===== config.mk =====
export PLATFORM = sky130hd
export DESIGN_NAME = dmux_deser_flat
export DESIGN_NICKNAME = d
export VERILOG_FILES = /design/src/rtl/dmux_deser_if.sv /design/src/rtl/dmux_deser.sv /design/src/flat_wrapper.sv
export SDC_FILE = /design/constraint.sdc
export NUM_CORES = 1
export LEC_CHECK = 0
export ABC_AREA = 1
export BUFFER_PORTS_ARGS = -buffer_cell sky130_fd_sc_hd__buf_4
export CAP_MARGIN = 20
export CORE_UTILIZATION = 33
export CTS_CLUSTER_DIAMETER = 100
export DETAILED_ROUTE_END_ITERATION = 10
export SLEW_MARGIN = 40
export SYNTH_ARGS = -nofsm -noshare
export SYNTH_HDL_FRONTEND = slang
export SYNTH_SLANG_ARGS = --single-unit

===== constraint.sdc =====
create_clock -name clk -period 2.53 [get_ports clk]
set_input_delay 0.253 -clock clk [delete_from_list [all_inputs] [get_ports clk]]
set_output_delay 0.253 -clock clk [all_outputs]
set_load 0.02 [all_outputs]

===== src/rtl/dmux_deser_if.sv =====
// Bus bundle for the two-channel DMUX deserializer: serial strobed inputs
// and the per-channel valid/ready word outputs.
interface dmux_deser_if #(
   parameter int WIDTH = 8
);
   logic             in1_bit;
   logic             in1_vld;
   logic             in2_bit;
   logic             in2_vld;
   logic [WIDTH-1:0] out1_data;
   logic [WIDTH-1:0] out2_data;
   logic             out1_valid;
   logic             out2_valid;
   logic             out1_ready;
   logic             out2_ready;

   modport slave (
      input  in1_bit, in1_vld, in2_bit, in2_vld, out1_ready, out2_ready,
      output out1_data, out2_data, out1_valid, out2_valid
   );

   modport master (
      output in1_bit, in1_vld, in2_bit, in2_vld, out1_ready, out2_ready,
      input  out1_data, out2_data, out1_valid, out2_valid
   );
endinterface


===== src/rtl/dmux_deser.sv =====
// Two independent LSB-first serial-to-parallel channels with a one-word holding
// register each. Define DMUX_DESER_PARITY_EN to append an even-parity bit per frame.
module dmux_deser #(
   parameter int WIDTH = 8
) (
   input  logic          clk,
   input  logic          rst_n,
   input  logic          clr,
   dmux_deser_if.slave   bus,
   output logic [1:0]    ovf,
   output logic [1:0]    perr
);
`ifdef DMUX_DESER_PARITY_EN
   localparam int FRAME = WIDTH + 1;

   function automatic logic calc_even_parity(input logic [WIDTH-1:0] payload);
      return ^payload;
   endfunction
`else
   localparam int FRAME = WIDTH;
`endif
   localparam int CW = $clog2(FRAME + 1);

   logic [1:0]       bit_s;
   logic [1:0]       vld_s;
   logic [1:0]       rdy_s;
   logic [1:0]       valid_s;
   logic [1:0]       ovf_s;
   logic [1:0]       perr_s;
   logic [WIDTH-1:0] data_s [2];

   assign bit_s = {bus.in2_bit, bus.in1_bit};
   assign vld_s = {bus.in2_vld, bus.in1_vld};
   assign rdy_s = {bus.out2_ready, bus.out1_ready};

   for (genvar ch = 0; ch < 2; ch++) begin : g_ch
      logic [CW-1:0]    cnt_q, cnt_d;
      logic [WIDTH-1:0] sr_q, sr_d;
      logic [WIDTH-1:0] data_q, data_d;
      logic [WIDTH-1:0] word_s;
      logic             valid_q, valid_d;
      logic             ovf_q, ovf_d;
      logic             perr_q, perr_d;
      logic             done_s, good_s, xfer_s, load_s;

      // Bit assembly, parity check and holding-register next state.
      always_comb begin
         cnt_d   = cnt_q;
         sr_d    = sr_q;
         done_s  = vld_s[ch] && !clr && (cnt_q == CW'(FRAME - 1));
         xfer_s  = valid_q && rdy_s[ch];
`ifdef DMUX_DESER_PARITY_EN
         // The parity bit is compared, never shifted, so sr_q already holds the payload.
         word_s  = sr_q;
         good_s  = (bit_s[ch] == calc_even_parity(sr_q));
`else
         word_s  = {bit_s[ch], sr_q[WIDTH-1:1]};
         good_s  = 1'b1;
`endif
         if (clr) begin
            cnt_d = '0;
            sr_d  = '0;
         end else if (vld_s[ch]) begin
            if (done_s) begin
               cnt_d = '0;
               sr_d  = '0;
            end else begin
               cnt_d = cnt_q + CW'(1);
               sr_d  = {bit_s[ch], sr_q[WIDTH-1:1]};
            end
         end else begin
            cnt_d = cnt_q;
            sr_d  = sr_q;
         end

         load_s  = done_s && good_s && (!valid_q || xfer_s);
         data_d  = load_s ? word_s : data_q;
         valid_d = load_s || (valid_q && !xfer_s);
         ovf_d   = ovf_q || (done_s && good_s && valid_q && !xfer_s);
         perr_d  = perr_q || (done_s && !good_s);
      end

      // Channel state registers; reset wins over clr, strobes and ready.
      always_ff @(posedge clk) begin
         if (!rst_n) begin
            cnt_q   <= '0;
            sr_q    <= '0;
            data_q  <= '0;
            valid_q <= 1'b0;
            ovf_q   <= 1'b0;
            perr_q  <= 1'b0;
         end else begin
            cnt_q   <= cnt_d;
            sr_q    <= sr_d;
            data_q  <= data_d;
            valid_q <= valid_d;
            ovf_q   <= ovf_d;
            perr_q  <= perr_d;
         end
      end

      assign data_s[ch]  = data_q;
      assign valid_s[ch] = valid_q;
      assign ovf_s[ch]   = ovf_q;
      assign perr_s[ch]  = perr_q;
   end

   assign bus.out1_data  = data_s[0];
   assign bus.out2_data  = data_s[1];
   assign bus.out1_valid = valid_s[0];
   assign bus.out2_valid = valid_s[1];
   assign ovf            = ovf_s;
`ifdef DMUX_DESER_PARITY_EN
   assign perr           = perr_s;
`else
   assign perr           = 2'b00;
`endif
endmodule


===== src/flat_wrapper.sv =====
// flat-port wrapper written by rule: the top's interface ports become plain ports
module dmux_deser_flat 
#(
   parameter int WIDTH = 8
)
  (clk, rst_n, clr, ovf, perr, bus_in1_bit, bus_in1_vld, bus_in2_bit, bus_in2_vld, bus_out1_ready, bus_out2_ready, bus_out1_data, bus_out2_data, bus_out1_valid, bus_out2_valid);
  dmux_deser_if #(.WIDTH(WIDTH)) bus_i ();
  input  logic clk;
  input  logic rst_n;
  input  logic clr;
  output logic [1:0] ovf;
  output logic [1:0] perr;
  input wire logic [$bits(bus_i.in1_bit)-1:0] bus_in1_bit;
  input wire logic [$bits(bus_i.in1_vld)-1:0] bus_in1_vld;
  input wire logic [$bits(bus_i.in2_bit)-1:0] bus_in2_bit;
  input wire logic [$bits(bus_i.in2_vld)-1:0] bus_in2_vld;
  input wire logic [$bits(bus_i.out1_ready)-1:0] bus_out1_ready;
  input wire logic [$bits(bus_i.out2_ready)-1:0] bus_out2_ready;
  output wire logic [$bits(bus_i.out1_data)-1:0] bus_out1_data;
  output wire logic [$bits(bus_i.out2_data)-1:0] bus_out2_data;
  output wire logic [$bits(bus_i.out1_valid)-1:0] bus_out1_valid;
  output wire logic [$bits(bus_i.out2_valid)-1:0] bus_out2_valid;
  assign bus_i.in1_bit = bus_in1_bit;
  assign bus_i.in1_vld = bus_in1_vld;
  assign bus_i.in2_bit = bus_in2_bit;
  assign bus_i.in2_vld = bus_in2_vld;
  assign bus_i.out1_ready = bus_out1_ready;
  assign bus_i.out2_ready = bus_out2_ready;
  assign bus_out1_data = bus_i.out1_data;
  assign bus_out2_data = bus_i.out2_data;
  assign bus_out1_valid = bus_i.out1_valid;
  assign bus_out2_valid = bus_i.out2_valid;
  dmux_deser #(.WIDTH(WIDTH)) u_core (.clk(clk), .rst_n(rst_n), .clr(clr), .bus(bus_i), .ovf(ovf), .perr(perr));
endmodule

## Word-level counts from Yosys, hierarchy flattened

Index checks and enable logic that the tools add are counted.

- Register bits after elaboration: 44
- Latch bits: 0
- RAM bits: 0
- Memory bits (read-only): 0
- Word-level logic and storage cells: 45
- Memories kept: 0

- Add/sub/neg operators: 2
- $mul: 0
- Divide/modulo/power cells: 0
- Magnitude comparators: 0
- Equality and inequality tests: 2
- Shift operators: 0
- Multiplexer cells: 4
- Bitwise gates (word level): 1
- Reductions and logical operators: 26

Operator list:

| kind | count |
|---|---|
| two-way mux 8 bit | 2 |
| logical AND 1 bit | 14 |
| adder 4 x 1 -> 4 bit (second input constant) | 2 |
| equality test 4 x 3 -> 1 bit (second input constant) | 2 |
| two-way mux 4 bit | 2 |
| logical OR 1 bit | 6 |
| zero test 1 bit | 5 |
| OR reduction 2 bit | 1 |
| NOT 1 bit | 1 |

## Depth between registers and ports, before layout

Gate-level depths: netlist of the first run.

- Depth in word-level cells: 6
- Mapped depth: 8

## Least setup slack after synthesis of the first run

No wires, ideal clock.

- Path type: reg2reg
- Start point: register u_core.g_ch[1].cnt_q[0]
- End point: register u_core.g_ch[1].cnt_q[0]
- Library setup time: 0.114 ns
- Data arrival time: 1.069 ns
- Data required time: 2.416 ns
- Setup slack: 1.347 ns
- Cell stages (with the launch flop): 7
- Buffers on the path: 0
- Clock period less this slack: 1.183 ns
- Cells stage by stage: dfxtp_1 -> ha_1 -> nand2_1 -> nor2_4 -> nand2_1 -> a21oi_1 -> nor2_1

- Longest elaborated chain between the ends: 3
- Elaborated cells on any way between the ends: 4
- Those cells by class: 1 x add/sub; 1 x eq/ne; 1 x mux; 1 x reduce/logical

Ends and longest elaborated chain:

| element | RTL line | source |
|---|---|---|
| start: declaration | dmux_deser.sv:37 | `logic [CW-1:0] cnt_q, cnt_d;` |
| start signal: assignment | dmux_deser.sv:93 | `cnt_q <= cnt_d;` |
| branches (longest 2 deep; another with adder 4 x 1 -> 4 bit) | n/a |  |
| two-way mux 4 bit (*) | dmux_deser.sv:64 | `if (done_s) begin` |

Mark *: on every way between the ends.
A chain may end at the register's enable or synchronous reset.

## Worst setup path after layout of the first run

Same ends and word-level chain as after synthesis.

==> summary.txt, run 1 <==
Logic synthesis
  – Post-Synthesis Cells: 237
  – Post-Syn Area: 1738 µm²
  – Synth warn: 0
  – Synth async-reset ratio: 0
  – Post-Syn Area per Cell: 7.333 µm²
  – Netlist cell types: 19
  – Synth area leaders: dfxtp_1 48%, nand2_1 14%, nor2_1 8.2%, a21oi_1 6.9%, inv_1 5.4%
  – Post-synthesis sequential area ratio: 0.4838
  – Top_reg_cell synth: dfxtp_1
  – Post-synth EDFFs: 0
  – Proportion of netlist area held by the largest area contributor: 0.4838
  – Yosys top cell by area: dfxtp_1
  – Yosys reg bits: 42

Layout
  – Layout cell share with drive strength beyond 1: 0.1635
  – Final nets: 273
  – Fin util: 0.4048
  – Synth-to-Final Area Change: 18.21%
  – Non-Filler Instances: 333
  – Number of diodes: 0

Floorplan
  – IO Count: 31
  – # rows: 26
  – Die X: 74.57 µm
  – Die Area: 5561 µm²
  – Core area: 5075 µm²
  – Initial cell density of the core: 0.3425
  – DIE HEIGHT: 74.57 µm

Timing
  – Period utilization: 0.5358
  – Min Tclk post-route: 1356 ps
  – Slew Limit Fails: 0
  – Final setup viols: 0
  – Setup TNS: 0 ps
  – RSZ-0062 raised after global routing: false
  – Max Freq: 0.7376 GHz
  – Final Hold Fails: 0
  – Clock Skew: 7.728 ps

Clocking
  – Clock latency on the worst-skew pair: 290 ps
  – Clock Path Buffers: 2
  – Total CTS buffers: 5
  – CTS tree: yes
  – Number of H-tree levels: 2
  – Clk slew on worst S/H paths: 80 ps
  – Clock root buffer: clkbuf_8
  – Sinks on Clock Net: 42
  – Cts repair resizes: 0
  – Hold buffers post-CTS: 0
  – Post-CTS Setup Repair Bufs: 0

Critical path
  – Crit-path slowest cell: dfxtp_1
  – Worst path most repeated cell: nand2_1
  – Buf/Inv on CP: 0
  – Crit start category: flip-flop
  – Reg2Reg Setup Slack: 1170 ps
  – Worst Setup End Kind: flip-flop
  – CP peak stage delay: 370 ps
  – Arrival @ worst endpoint: 1550 ps
  – Reg-to-Reg End: u_core.g_ch[1].cnt_q[0]$_SDFFE_PP0P_
  – Cell Chain, Critical Path: ha_1 -> nand2_1 -> nor2_4 -> nand2_1 -> a21oi_1 -> nor2_1
  – RR Startpoint: u_core.g_ch[1].cnt_q[0]$_SDFFE_PP0P_
  – Crit Path Class: reg -> reg
  – Reg2Reg Depth: 6
  – Crit-path leading delay family: simple AND/OR/NAND/NOR gates
  – Peak fanout along the critical path: 10
  – Critical Path RT: 2720 ps

Global routing
  – Vias in the first global route: 1195
  – Initial antenna violation count: 0
  – Largest net degree at the start of global routing: 19
  – Total gr overflow: 0
  – Tot GR Track Use: 0.1240
  – First-pass GRT wire length: 5.188 mm

Placement
  – HPWL after detailed placement: 2.224 mm
  – # placed instances: 325
  – Gpl congestion: 0.7988
  – Port bufs: 28

Pwr
  – LEAKAGE: 0.9406 nW
  – PD cells: 563.9 nW/µm²
  – Overall power: 0.001158 W
  – Max VDD drop: 0.3052 mV

Min path
  – Tightest Hold Check Type: in -> reg
  – HP Start: bus_in1_bit
  – Worst Hold Endpoint: u_core.bus.out1_data[7]$_SDFFE_PN0P_
  – WHS Path Cells: 3

Drt
  – TritonRoute pass-1 iters: 4
  – DRC: 0
  – Vias: 1428
  – DRT iter0 DRCs: 96
  – Routed wire per std cell: 9.631 µm
  – Via density: 4.288
  – DRT antenna net count: 0
  – Post-Route WL: 3.207 mm

Flow run
  – Max-cap violation count: 0

Status
  – Outcome: finished clean
==> where the power goes <==
| part | total, W | internal, W | leakage, nW | switching [W] |
|---|---|---|---|---|
| Combinational | 0.0000474 | 0.0000146 | 0.554 | 0.0000328 |
| Sequential | 0.000666 | 0.000664 | 0.339 | 0.00000268 |
| Clock | 0.000445 | 0.000220 | 0.0482 | 0.000224 |
==> synth_stat cells, types with 3 or more instances <==
master,count
clkbuf_1,3
nand3_1,14
inv_1,25
buf_4,5
nor2_4,3
dfxtp_1,42
nand2_1,66
a21oi_1,24
nor2_1,38
==> metal layers <==
| layer | GRT usage | vias up | part of all wire |
|---|---|---|---|
| li1 | - | 777 | - |
| met5 | 0 | - | 0 |
| met2 | 0.2042 | 20 | 0.48 |
| met1 | 0.1514 | 627 | 0.47 |
| met4 | 0.05031 | 0 | 0.013 |
| met3 | 0.03659 | 4 | 0.033 |
==> cells by family (layout without fill, tap and decap cells) <==
kind of cell             Yosys count  in the layout  synth area share
AND/OR/NAND/NOR                  129            129            0.3247
adder cells (fa/ha/maj)            2              2           0.01440
buffers and inverters             37             62            0.1001
other                              1              2          0.002158
flip-flops                        42             42            0.4838
AO/OA/AOI/OAI                     26             26           0.07488
==> registers in the layout (all words and copies together), names as in the netlist <==
register and count:
u_core.bus.out1_data 8, u_core.bus.out1_valid 1, u_core.bus.out2_data 8, u_core.bus.out2_valid 1, u_core.g_ch.cnt_q 8, u_core.g_ch.ovf_q 2
u_core.g_ch.sr_q 14
==> worst max path at each step <==
stage | startpoint | endpoint | slack, ps | cells after the start
after CTS | u_core.g_ch[1].cnt_q[0]$_SDFFE_PP0P_ | u_core.g_ch[1].cnt_q[0]$_SDFFE_PP0P_ | 1170 | 6
after global routing | u_core.g_ch[0].cnt_q[1]$_SDFFE_PP0P_ | u_core.g_ch[0].sr_q[2]$_SDFFE_PP0P_ | 1070 | 6
after detailed placement | u_core.g_ch[1].cnt_q[0]$_SDFFE_PP0P_ | u_core.g_ch[1].cnt_q[0]$_SDFFE_PP0P_ | 1190 | 6
after floorplan | u_core.g_ch[1].cnt_q[0]$_SDFFE_PP0P_ | u_core.g_ch[1].cnt_q[0]$_SDFFE_PP0P_ | 1350 | 6
after global placement | u_core.g_ch[0].cnt_q[0]$_SDFFE_PP0P_ | u_core.g_ch[0].cnt_q[0]$_SDFFE_PP0P_ | 1230 | 6
final | u_core.g_ch[1].cnt_q[0]$_SDFFE_PP0P_ | u_core.g_ch[1].cnt_q[0]$_SDFFE_PP0P_ | 1170 | 6
==> worst reg2reg max path, cell delays in order, from the launching register on <==
cell	delay, ps
dfxtp_1	370
ha_1	180
nand2_1	90
nor2_4	140
nand2_1	230
a21oi_1	200
nor2_1	50
==> cell usage in the layout (no fill, tap or decap), drive strengths merged, types with 7 or more instances in the layout <==
cell / netlist / final
a21oi: 24 / 24
nand2: 66 / 66
nor2: 43 / 43
buf: 8 / 28
clkbuf: 3 / 7
dfxtp: 42 / 42
inv: 26 / 26
nand3: 16 / 16
==> through the flow <==
step                      hold slack [ps]  area (µm²)  setup slack [ps]
after detailed placement            445.6        1963              1195
after global routing                226.3        2054              1069
after global placement              443.9        1963              1228
final                               198.4        2054              1174
after floorplan                     387.9        1742              1347
after CTS                           191.4        2054              1172
==> area by class of cell <==
cell class / instances / area [µm²]
Tap cell: 70 / 87.58
Clock inverter: 1 / 5.005
Timing Repair Buffer: 28 / 210.2
Inverter: 26 / 97.59
Fill cell: 567 / 3020
Multi-Input combinational cell: 159 / 726.9
Clock buffer: 7 / 86.33
Sequential cell: 42 / 840.8
Power figures use the tool's default switching activity.
==> run 2: changes to the inputs <==
==> constraint.sdc (replaced) <==
create_clock -name clk -period 1.39 [get_ports clk]
set_input_delay 0.139 -clock clk [delete_from_list [all_inputs] [get_ports clk]]
set_output_delay 0.139 -clock clk [all_outputs]
set_load 0.02 [all_outputs]
==> run 2 against run 1 <==
Against the previous run: combinational power up 94%; cell count up 0.90%; non-clock buffer count is 2 higher; hold slack got worse by 110 ps; via count grew 1.8%; clock power up 65%; largest cell class unchanged.
==> summary.txt, run 2 (same netlist as run 1, synthesis figures left out) <==
Global routing
  – Vias in the first global route: 1221 (+2.2%)
  – First-pass GRT wire length: 5.285 mm (+1.9%)
  – Tot GR Track Use: 0.1261 (+0.002090)
  – Largest net degree at the start of global routing: 19 (unchanged)
  – Total gr overflow: 0 (unchanged)
  – Initial antenna violation count: 0 (unchanged)

Pwr
  – Max VDD drop: 0.6829 mV (+120%)
  – LEAKAGE: 0.9504 nW (+1.0%)
  – PD cells: 972.5 nW/µm² (+72%)

Timing
  – Slew Limit Fails: 0 (unchanged)
  – Final setup viols: 0 (unchanged)
  – Worst setup margin: 55.61 ps (-1119 ps)
  – WHS: 87.28 ps (-111.1 ps)
  – Max Freq: 0.7494 GHz (+1.6%)
  – RSZ-0062 raised after global routing: true
  – Final Hold Fails: 0 (unchanged)
  – Clock Skew: 2.588 ps (-5.140 ps)
  – Min Tclk post-route: 1334 ps (-21.31 ps)
  – Period utilization: 0.9600 (+0.4241)

Clocking
  – Sinks on Clock Net: 42 (unchanged)
  – CTS tree: yes
  – Total CTS buffers: 5 (unchanged)
  – Number of H-tree levels: 2 (unchanged)
  – Clk slew on worst S/H paths: 80 ps (about the same)
  – Clock latency on the worst-skew pair: 290 ps (about the same)
  – Clock Path Buffers: 2 (unchanged)
  – Clock root buffer: clkbuf_8

Floorplan
  – Initial cell density of the core: 0.3425 (unchanged)
  – Die Area: 5561 µm² (unchanged)
  – # rows: 26 (unchanged)
  – IO Count: 31 (unchanged)
  – DIE HEIGHT: 74.57 µm (unchanged)
  – Core area: 5075 µm² (unchanged)
  – Die X: 74.57 µm (unchanged)

Critical path
  – Worst Setup End Kind: flip-flop
  – Crit Path Class: reg -> reg
  – Peak fanout along the critical path: 8 (-2)
  – Critical Path RT: 1580 ps (-1140 ps)
  – Crit start category: flip-flop
  – Reg2Reg Depth: 6 (unchanged)
  – Arrival @ worst endpoint: 1520 ps (-30 ps)

Drt
  – DRT iter0 DRCs: 96 (unchanged)
  – Routed wire per std cell: 10.19 µm (+5.8%)
  – TritonRoute pass-1 iters: 4 (unchanged)
  – DRC: 0 (unchanged)
  – DRT antenna net count: 0 (unchanged)
  – Via density: 4.324 (+0.84%)
  – Post-Route WL: 3.424 mm (+6.8%)
  – Vias: 1453 (+1.8%)

Flow run
  – Max-cap violation count: 0 (unchanged)

Layout
  – Top reg by flops: u_core.g_ch.sr_q
  – Synth-to-Final Area Change: 20.66%
  – Commonest non-fill, non-tap cell in the layout: nand2_1
  – Layout cell share with drive strength beyond 1: 0.2030 (+0.03951)
  – Highest-count cells in the layout ignoring fill and taps: 63 x nand2_1, 38 x nor2_1, 38 x dfxtp_1
  – Final nets: 277 (+1.5%)
  – Number of flip-flops in the largest register: 14 (unchanged)
  – Number of diodes: 0 (unchanged)
  – Fin util: 0.4132 (+0.008383)
  – Non-Filler Instances: 336 (+0.90%)
  – Fillers: 559 (-1.4%)

Placement
  – # placed instances: 326 (+0.31%)
  – Port bufs: 28 (unchanged)
  – Gpl congestion: 0.7877 (-1.4%)
  – Pre-CTS setup slack: 43.34 ps (-1151 ps)
  – HPWL after detailed placement: 2.249 mm (+1.1%)

Status
  – Outcome: finished clean

Min path
  – WHS Path Cells: 3 (unchanged)
  – Tightest Hold Check Type: in -> reg
## run 2: changes by cell type in the layout (fill, tap and decap cells not counted), sizes merged
| cell | change |
|---|---|
| clkbuf | -2 |
| buf | +2 |
| clkinv | +1 |
| nand3 | +2 |
## run 2: repair_timing
| action | 4_1_cts | 5_1_grt |
|---|---|---|
| endpoints found under the setup margin | 0 | 24 |
| buffers inserted | 0 | 1 |
| hold buffers | 0 | 0 |
| gates resized for setup | 0 | 8 |
## run 2: final cells by class
| class | instances | area, µm² | area share |
|---|---|---|---|
| Inverter | 26 | 97.59 | 0.04654 |
| Sequential cell | 42 | 845.8 | 0.4033 |
| Clock buffer | 5 | 68.82 | 0.03282 |
| Tap cell | 70 | 87.58 | 0.04177 |
| Timing Repair Buffer | 30 | 225.2 | 0.1074 |
| Clock inverter | 2 | 10.01 | 0.004773 |
| Multi-Input combinational cell | 161 | 762.0 | 0.3634 |
## run 2: where the power goes
part	internal, W	total, W	switching [W]	leakage [nW]
clock	0.000337	0.000734	0.000396	0.0438
sequential	0.00121	0.00121	0.00000498	0.340
combinational	0.0000284	0.0000918	0.0000634	0.566
total	0.00157	0.00204	0.000465	0.950
## run 2: metal layers
layer | GRT usage | share of wire | vias up
li1 | - | - | 791
met1 | 0.1476 | 0.44 | 628
met2 | 0.2132 | 0.50 | 27
met3 | 0.03659 | 0.042 | 7
met4 | 0.05660 | 0.018 | 0
met5 | 0 | 0 | -
## run 2: through the flow
| step | TNS, ps | total power, W | instance area, µm² |
|---|---|---|---|
| 6_report | 0 | 0.002039 | 2097 |
| 5_1_grt | -263.0 | 0.002135 | 2097 |
| 4_1_cts | 0 | 0.002069 | 2049 |
| 3_5_place_dp | 0 | 0.001331 | 1971 |
| 3_3_place_gp | 0 | 0.001331 | 1971 |
| 2_1_floorplan | 0 | 0.001300 | 1742 |
## run 2: path summary, 6_finish.rpt
check | startpoint | end | slack, ps
worst max-delay path | u_core.g_ch[1].cnt_q[0]$_SDFFE_PP0P_ | u_core.bus.out2_data[6]$_SDFFE_PN0P_ | 60
worst min-delay path | bus_in1_bit | u_core.bus.out1_data[7]$_SDFFE_PN0P_ | 90
worst max register to register | u_core.g_ch[1].cnt_q[0]$_SDFFE_PP0P_ | u_core.bus.out2_data[6]$_SDFFE_PN0P_ | 60
worst min register to register | u_core.g_ch[0].ovf_q$_SDFF_PN0_ | u_core.g_ch[0].ovf_q$_SDFF_PN0_ | 460
## run 2: critical path: stages (launching register included)
cell and delay (ps):
dfxtp_2 340, ha_1 170, nand2_1 90, nor2_4 230
nand3_2 210, nor2_1 140, nor2_1 50
==> run 3: changes to the inputs <==
--- a/config.mk
+++ b/config.mk
@@ -6,8 +6,9 @@
 export NUM_CORES = 1
 export LEC_CHECK = 0
 export ABC_AREA = 1
-export BUFFER_PORTS_ARGS = -buffer_cell sky130_fd_sc_hd__buf_4
+export BUFFER_PORTS_ARGS = -buffer_cell sky130_fd_sc_hd__buf_2
 export CAP_MARGIN = 20
+export CORE_MARGIN = 4
 export CORE_UTILIZATION = 33
 export CTS_CLUSTER_DIAMETER = 100
 export DETAILED_ROUTE_END_ITERATION = 10
==> run 3 against run 2 <==
Against the previous run: sequential share of layout area is 0.48 points higher; power up 10%; highest routed layer unchanged; combinational power fell by 2.6%; first-iteration DRC count shrank 52%; clock skew grew 5.7 ps.
==> summary.txt, run 3 (same netlist as run 1, synthesis figures left out) <==
Status
  – Outcome: finished clean

Pwr
  – Switching pwr: 0.0004771 W (+2.6%)
  – Max VDD drop: 0.5371 mV (-21%)
  – LEAKAGE: 0.9591 nW (+0.92%)
  – Switching Share: 0.2122 (-0.01573)
  – Logic pwr share: 0.040 (-0.005)
  – Overall power: 0.002248 W (+10%)
  – PD cells: 1086 nW/µm² (+12%)
  – Int Pwr: 0.001771 W (+12%)
  – Seq pwr share: 0.540 (-0.055)
  – Clock share of power: 0.420 (+0.060)

Timing
  – Setup TNS: 0 ps (unchanged)
  – Final setup viols: 0 (unchanged)
  – Max Freq: 0.7793 GHz (+4.0%)
  – Min Tclk post-route: 1283 ps (-51.12 ps)
  – RSZ-0062 raised after global routing: true
  – Worst setup margin: 106.7 ps (+51.12 ps)
  – Final Hold Fails: 0 (unchanged)
  – Period utilization: 0.9232 (-0.03677)
  – Clock Skew: 8.248 ps (+5.661 ps)
  – Slew Limit Fails: 0 (unchanged)

Floorplan
  – Die Area: 6492 µm² (+17%)
  – Initial cell density of the core: 0.3403 (-0.002181)
  – Die X: 80.57 µm (+8.0%)
  – # rows: 26 (unchanged)
  – DIE HEIGHT: 80.57 µm (+8.0%)
  – IO Count: 31 (unchanged)
  – Core area: 5107 µm² (+0.64%)

Layout
  – Commonest non-fill, non-tap cell in the layout: nand2_1
  – Non-Filler Instances: 338 (+0.60%)
  – Synth-to-Final Area Change: 19.08%
  – Number of flip-flops in the largest register: 14 (unchanged)
  – Number of diodes: 0 (unchanged)
  – Highest-count cells in the layout ignoring fill and taps: 62 x nand2_1, 39 x dfxtp_1, 38 x nor2_1
  – Layout cell share with drive strength beyond 1: 0.2090 (+0.005948)
  – Finished Cell Area: 2069 µm² (-1.3%)
  – Top reg by flops: u_core.g_ch.sr_q
  – Final nets: 278 (+0.36%)

Clocking
  – Clock Path Buffers: 2 (unchanged)
  – Total CTS buffers: 5 (unchanged)
  – Clock latency on the worst-skew pair: 290 ps (about the same)
  – CTS tree: yes
  – Sinks on Clock Net: 42 (unchanged)
  – Clock root buffer: clkbuf_8
  – Number of H-tree levels: 2 (unchanged)
  – Clk slew on worst S/H paths: 80 ps (about the same)

Critical path
  – Reg2Reg Depth: 6 (unchanged)
  – Worst Setup End Kind: flip-flop
  – Crit Path Class: reg -> reg
  – Peak fanout along the critical path: 8 (unchanged)
  – Crit start category: flip-flop
  – Arrival @ worst endpoint: 1470 ps (-50 ps)
  – Critical Path Start: u_core.g_ch[1].cnt_q[0]$_SDFFE_PP0P_
  – Crit path to: u_core.bus.out2_data[4]$_SDFFE_PN0P_
  – Reg-to-Reg End: u_core.bus.out2_data[4]$_SDFFE_PN0P_
  – RR Startpoint: u_core.g_ch[1].cnt_q[0]$_SDFFE_PP0P_
  – Reg2Reg Setup Slack: 110 ps (+50 ps)
  – Critical Path RT: 1580 ps (about the same)

Placement
  – # placed instances: 328 (+0.61%)
  – Post-Place Cell Area: 1916 µm² (-2.8%)
  – HPWL after detailed placement: 2.247 mm (about the same)
  – Gpl congestion: 0.7440 (-5.5%)
  – Pre-CTS setup slack: 50.81 ps (+7.471 ps)
  – Port bufs: 28 (unchanged)

Global routing
  – Total gr overflow: 0 (unchanged)
  – Tot GR Track Use: 0.1109 (-0.01523)
  – First-pass GRT wire length: 5.664 mm (+7.2%)
  – Initial antenna violation count: 0 (unchanged)
  – Vias in the first global route: 1356 (+11%)
  – Largest net degree at the start of global routing: 19 (unchanged)

Drt
  – DRC: 0 (unchanged)
  – Vias: 1469 (+1.1%)
  – DRT iter0 DRCs: 46 (-52%)
  – DRT antenna net count: 0 (unchanged)
  – TritonRoute pass-1 iters: 4 (unchanged)
  – Routed wire per std cell: 9.944 µm (-2.4%)
  – Post-Route WL: 3.361 mm (-1.8%)
  – Via density: 4.346 (+0.50%)

Flow run
  – Max-cap violation count: 0 (unchanged)

Min path
  – Tightest Hold Check Type: in -> reg
## run 3: layout make-up
class / instances / area (µm²)
inverters: 26 / 97.59
repair buffers: 32 / 170.2
flip-flops and latches: 42 / 844.6
fillers: 571 / 3038
multi-input cells: 160 / 759.5
clock inverters: 2 / 37.54
well taps: 70 / 87.58
clock buffers: 6 / 72.57
## run 3: layer usage
| layer | share of wire | GRT usage | vias up |
|---|---|---|---|
| met5 | 0 | 0 | - |
| met2 | 0.47 | 0.1970 | 26 |
| li1 | - | - | 789 |
| met1 | 0.47 | 0.1224 | 650 |
| met4 | 0.012 | 0.04561 | 0 |
| met3 | 0.045 | 0.03251 | 4 |
## run 3: timing repair
item | 4_1_cts | 5_1_grt
resized for setup | 0 | 9
hold buffers | 0 | 0
setup buffers | 0 | 1
endpoints found under the setup margin | 0 | 26
## run 3: metrics by stage
stage               utilization  hold WS [ps]
global route             0.4052         120.9
floorplan                     -         273.9
global placement         0.3751         398.7
CTS                      0.3966         88.10
finish                   0.4052         90.49
detailed placement       0.3751         402.9
## run 3: power by group through the flow
stage	Sequential, W	Combinational, W	Clock (W)
global route	0.00122	0.000103	0.00102
finish	0.00121	0.0000894	0.000944
global placement	0.00124	0.0000882	0
detailed placement	0.00124	0.0000879	0
CTS	0.00121	0.0000880	0.000984
floorplan	0.00124	0.0000598	0
## run 3: worst min-delay path by stage
stage,end,from,cells after the start
global route,u_core.bus.out1_data[7]$_SDFFE_PN0P_,bus_in1_bit,3
detailed placement,u_core.bus.out1_data[7]$_SDFFE_PN0P_,bus_in1_bit,3
floorplan,u_core.bus.out1_data[7]$_SDFFE_PN0P_,bus_in1_bit,2
CTS,u_core.bus.out1_data[7]$_SDFFE_PN0P_,bus_in1_bit,3
global placement,u_core.bus.out1_data[7]$_SDFFE_PN0P_,bus_in1_bit,3
finish,u_core.bus.out2_data[7]$_SDFFE_PN0P_,bus_in2_bit,3
## run 3: critical path: stages, from the launching register on
cell	delay, ps
dfxtp_2	380
ha_4	150
nand2_2	60
nor2_4	200
nand3_2	200
nor2_1	130
nor2_1	50
